$ cat src/rtl/cache_sram.sv
// Set-associative storage array behind the dcache SRAM port: one full-set read or
// write at a time, completed a fixed LAT cycles after the request is sampled.
module cache_sram #(
    parameter int SETS  = 16,
    parameter int WAYS  = 2,
    parameter int TAG_W = 26,
    parameter int WORDS = 2,
    parameter int LAT   = 4,
    localparam int IDX_W  = $clog2(SETS),
    localparam int WAY_W  = 2 + TAG_W + 32*WORDS,
    localparam int LINE_W = WAYS*WAY_W
) (
    input  logic              CLK,
    input  logic              nRST,
    input  logic              sramREN,
    input  logic              sramWEN,
    input  logic [31:0]       sramaddr,
    input  logic [LINE_W-1:0] ramstore,
    output logic [1:0]        sramstate,
    output logic [LINE_W-1:0] cacheline
);
    localparam int TD_W = TAG_W + 32*WORDS;

    typedef enum logic [1:0] {FREE = 2'd0, BUSY = 2'd1, ACCESS = 2'd2} state_e;

    state_e            state_q, state_d;
    logic [3:0]        cnt_q, cnt_d;
    logic              wr_q, wr_d;
    logic [IDX_W-1:0]  idx_q, idx_d;
    logic [LINE_W-1:0] store_q, store_d;
    logic [LINE_W-1:0] line_q, line_d;

    logic [WAYS-1:0]   v_q  [SETS];
    logic [WAYS-1:0]   d_q  [SETS];
    logic [TD_W-1:0]   td_q [SETS][WAYS];

    logic              commit;
    logic              acc_wr;
    logic [IDX_W-1:0]  acc_idx;
    logic [LINE_W-1:0] acc_store;
    logic [LINE_W-1:0] rd_line;
    logic              unused_addr;

    assign unused_addr = ^sramaddr[31:IDX_W];

    always_comb begin
        state_d   = state_q;
        cnt_d     = cnt_q;
        wr_d      = wr_q;
        idx_d     = idx_q;
        store_d   = store_q;
        commit    = 1'b0;
        acc_wr    = wr_q;
        acc_idx   = idx_q;
        acc_store = store_q;
        case (state_q)
            FREE: begin
                if (sramWEN | sramREN) begin
                    wr_d    = sramWEN;
                    idx_d   = sramaddr[IDX_W-1:0];
                    store_d = ramstore;
                    // With LAT==1 the access completes on the sampling edge, so it
                    // must use the live inputs rather than the latched copy.
                    if (LAT == 1) begin
                        state_d   = ACCESS;
                        commit    = 1'b1;
                        acc_wr    = sramWEN;
                        acc_idx   = sramaddr[IDX_W-1:0];
                        acc_store = ramstore;
                    end else begin
                        state_d = BUSY;
                        cnt_d   = 4'(LAT - 1);
                    end
                end
            end
            BUSY: begin
                cnt_d = cnt_q - 4'd1;
                if (cnt_q == 4'd1) begin
                    state_d = ACCESS;
                    commit  = 1'b1;
                end
            end
            ACCESS:  state_d = FREE;
            default: state_d = FREE;
        endcase
    end

    always_comb begin
        rd_line = '0;
        for (int unsigned w = 0; w < WAYS; w++) begin
            rd_line[w*WAY_W +: WAY_W] = {v_q[acc_idx][w], d_q[acc_idx][w], td_q[acc_idx][w]};
        end
        line_d = line_q;
        if (commit) begin
            line_d = acc_wr ? acc_store : rd_line;
        end
    end

    always_ff @(posedge CLK) begin
        if (!nRST) begin
            state_q <= FREE;
            cnt_q   <= '0;
            wr_q    <= 1'b0;
            idx_q   <= '0;
            store_q <= '0;
            line_q  <= '0;
        end else begin
            state_q <= state_d;
            cnt_q   <= cnt_d;
            wr_q    <= wr_d;
            idx_q   <= idx_d;
            store_q <= store_d;
            line_q  <= line_d;
        end
    end

    always_ff @(posedge CLK) begin
        if (!nRST) begin
            for (int unsigned s = 0; s < SETS; s++) begin
                v_q[s] <= '0;
                d_q[s] <= '0;
            end
        end else if (commit && acc_wr) begin
            for (int unsigned w = 0; w < WAYS; w++) begin
                v_q[acc_idx][w] <= acc_store[w*WAY_W + WAY_W - 1];
                d_q[acc_idx][w] <= acc_store[w*WAY_W + WAY_W - 2];
            end
        end
    end

    // Tag/data carry no reset; a write abandoned by reset must not land here either.
    always_ff @(posedge CLK) begin
        if (nRST && commit && acc_wr) begin
            for (int unsigned w = 0; w < WAYS; w++) begin
                td_q[acc_idx][w] <= acc_store[w*WAY_W +: TD_W];
            end
        end
    end

    assign sramstate = state_q;
    assign cacheline = line_q;
endmodule

$ cat config.mk
export PLATFORM = sky130hd
export DESIGN_NAME = cache_sram
export DESIGN_NICKNAME = d
export VERILOG_FILES = /design/src/rtl/cache_sram.sv
export SDC_FILE = /design/constraint.sdc
export NUM_CORES = 2
export LEC_CHECK = 0
export ABC_AREA = 1
export CAP_MARGIN = 40
export CORE_MARGIN = 2
export CORE_UTILIZATION = 39
export CTS_CLUSTER_SIZE = 28
export DETAILED_ROUTE_END_ITERATION = 10
export SYNTH_ARGS = -nofsm -noshare
export SYNTH_HDL_FRONTEND = slang
export SYNTH_SLANG_ARGS = --single-unit
$ cat constraint.sdc
create_clock -name CLK -period 19.3 [get_ports CLK]
set_input_delay 4.825 -clock CLK [delete_from_list [all_inputs] [get_ports CLK]]
set_output_delay 4.825 -clock CLK [all_outputs]
set_load 0.1 [all_outputs]
==> metrics.cfg <==
[place]
place.port_buffers=377
dp_hpwl_mm=190
gp_congestion=0.731
pre_cts_ws_ns=10.19

[detailed_routing]
antenna_left=0
dr.pass1.iters=6
drc=0
via_per_inst=5.09
drt_iter0_drc=7878
wl_per_cell_um=21.1
wl_mm=380
vias=91496

[floorplan]
initial_utilization=0.391
dieWidth_um=593
core.rowCount=216
core-area_um2=346000
io_pins=406
dieArea_um2=352000
die_h_um=593

[cells_and_area]
register_area_um2=96000
final_common_cell=nand2_1
fin_util=0.460
multi_input_area_um2=35300
final_cell_mix=nand2_1 (6656), edfxtp_1 (2944), nand3_1 (553), nor2_1 (431), dfxtp_1 (377)
area_delta_synth_final_pct=17.5
final.fill_count=31407
layout-drive-gt1-share=0.0730
finalNetCount=13323

[logic_synthesis]
syn_nets=12952
syn_area_um2=135000
yosys_warnings=0
synth-seq-cells=3323
syn_avg_cell_area_um2=10.6
synth_cells=12730
yosysSeqAreaShare=0.709
synth.distinct_cells=27

[pwr]
p_per_area_nw_per_um2=106
swShare=0.259
power_leakage_nw=63.8
pwr-share-seq=0.491
pwr-share-comb=0.107
peakVddDrop_uv=82.3
p_int_mw=12.5
power_frac_clock=0.402
p_sw_mw=4.35

[grt]
overflow=0
grt_use_total=0.212
grt_start_max_net_pins=190
grt_pass1_vias=86169
grt_pass1_wl_mm=560
antenna_found_initial=7

[clock_network]
ctsHoldBuffers=0
cts.path.max_buffers=4
path_clk_slew_ns=0.06
cts_tree=done
cts_root_buf=clkbuf_16
cts_made_buffers=355
post_cts_buffers=0
post_cts_resized=0
clock_latency_ns=0.93
cts_sinks=3323
htreeDepth=5

[worst_setup_path]
cp.arrival_ns=8.69
end_kind=flop
start_kind=input pin
cp_max_fo=41
worst_r2r_path_depth=12
worst_ep_required_time_ns=19.81
path_class=input pin to flop

[timing]
rsz0062_at_grt=false
slew_viol_final=0
finalClockSkew_ns=0.0511
setup_slack_ns=11.12
period_needed_ns=8.18
maxSlewHeadroom=0.209
hold_viol_final=0
tns_ns=0
fin_hold_ws_ns=0.462
setup_viol=0
worstMarginPinSlew_ns=1.19
finalCritPeriodShare=0.424
max_freq_ghz=0.122

[min_path]
hold_path_class=flop to flop
min_path_cells=2

[job]
drv_cap=0

[run_status]
status=finished, final reports clean

-- registers in the layout, summed over array words and instances, names as in the netlist --
register	cells
acc_idx	4
acc_store	184
acc_wr	1
cacheline	184
cnt_q	4
d_q	32
sramstate	2
td_q	2880
v_q	32
-- cells by family (layout without fill, tap and decap cells) --
logic type,after synthesis,in the layout,share of synthesized area
simple gates,7664,7664,0.218
fa+ha+maj,2,2,0.000185
flops,3323,3323,0.709
other cells,0,7,0
compound gates,938,938,0.0415
buf+inv,803,1478,0.0314
-- worst max-delay path: stages --
cell,delay (ns)
clkbuf_8,0.25
nand3_4,0.64
nor2_1,0.29
inv_1,0.21
nor2_4,0.13
buf_4,0.63
buf_4,0.73
buf_4,0.76
-- through the flow --
stage | std cells | cell area, µm² | power, mW
6_report | 17990 | 159000 | 16.8
3_5_place_dp | 17321 | 147000 | 10.2
3_3_place_gp | 17085 | 142000 | 10.1
4_1_cts | 17982 | 159000 | 16.9
5_1_grt | 17984 | 159000 | 17.4
2_1_floorplan | 12730 | 135000 | 9.49
-- worst paths after layout --
check | start | slack [ns] | to
hold / removal | cacheline[5] | 0.46 | cacheline[5]
setup reg to reg | cnt_q[1] | 13.72 | td_q[12][63]
setup / recovery | nRST | 11.12 | td_q[12][63]
hold reg to reg | cacheline[5] | 0.46 | cacheline[5]
-- cell type report --
cell class | count | share of cell area
diodes | 7 | 0.000110
well taps | 4578 | 0.0360
multi-input cells | 8604 | 0.222
clock inverters | 162 | 0.00990
inverters | 42 | 0.00142
repair buffers | 775 | 0.0640
clock buffers | 499 | 0.0631
flip-flops and latches | 3323 | 0.604
-- per-layer routing --
metal  vias to the layer above  GRT usage  wire, µm
met5                         -          0         0
met4                         0     0.0544      8930
met3                       547     0.0257     25500
met2                      3043      0.352    179000
met1                     44582      0.294    167000
li1                      43324          -         -
-- Yosys cell counts --
library cell / count / share of area
nand3_2: 2 / 0.00015
nor2_1: 441 / 0.012
ha_1: 2 / 0.00018
edfxtp_1: 2944 / 0.65
inv_2: 17 / 0.00047
buf_4: 44 / 0.0024
clkinv_1: 5 / 0.00014
buf_8: 1 / 0.00011
buf_2: 281 / 0.010
o21ai_0: 227 / 0.0084
inv_4: 1 / 0.000046
nand3_1: 553 / 0.020
dfxtp_1: 379 / 0.056
buf_6: 94 / 0.0078
o21ai_1: 146 / 0.0054
nor2_4: 2 / 0.00017
o31ai_1: 184 / 0.010
a211oi_1: 2 / 0.00011
nor2_2: 9 / 0.00042
nand2_1: 6656 / 0.18
buf_1: 64 / 0.0018
o211ai_1: 2 / 0.00011
a21oi_1: 193 / 0.0071
clkbuf_1: 277 / 0.0077
nand4_1: 1 / 0.000046
inv_1: 19 / 0.00053
o21bai_1: 184 / 0.010
-- power groups by stage --
stage	Sequential, mW	Clock [mW]	Combinational (mW)
2_1_floorplan	8.44	0	1.06
3_3_place_gp	8.41	0	1.68
3_5_place_dp	8.41	0	1.80
4_1_cts	8.26	6.87	1.80
5_1_grt	8.29	7.14	1.98
6_report	8.26	6.77	1.80
Power figures use the tool's default switching activity.
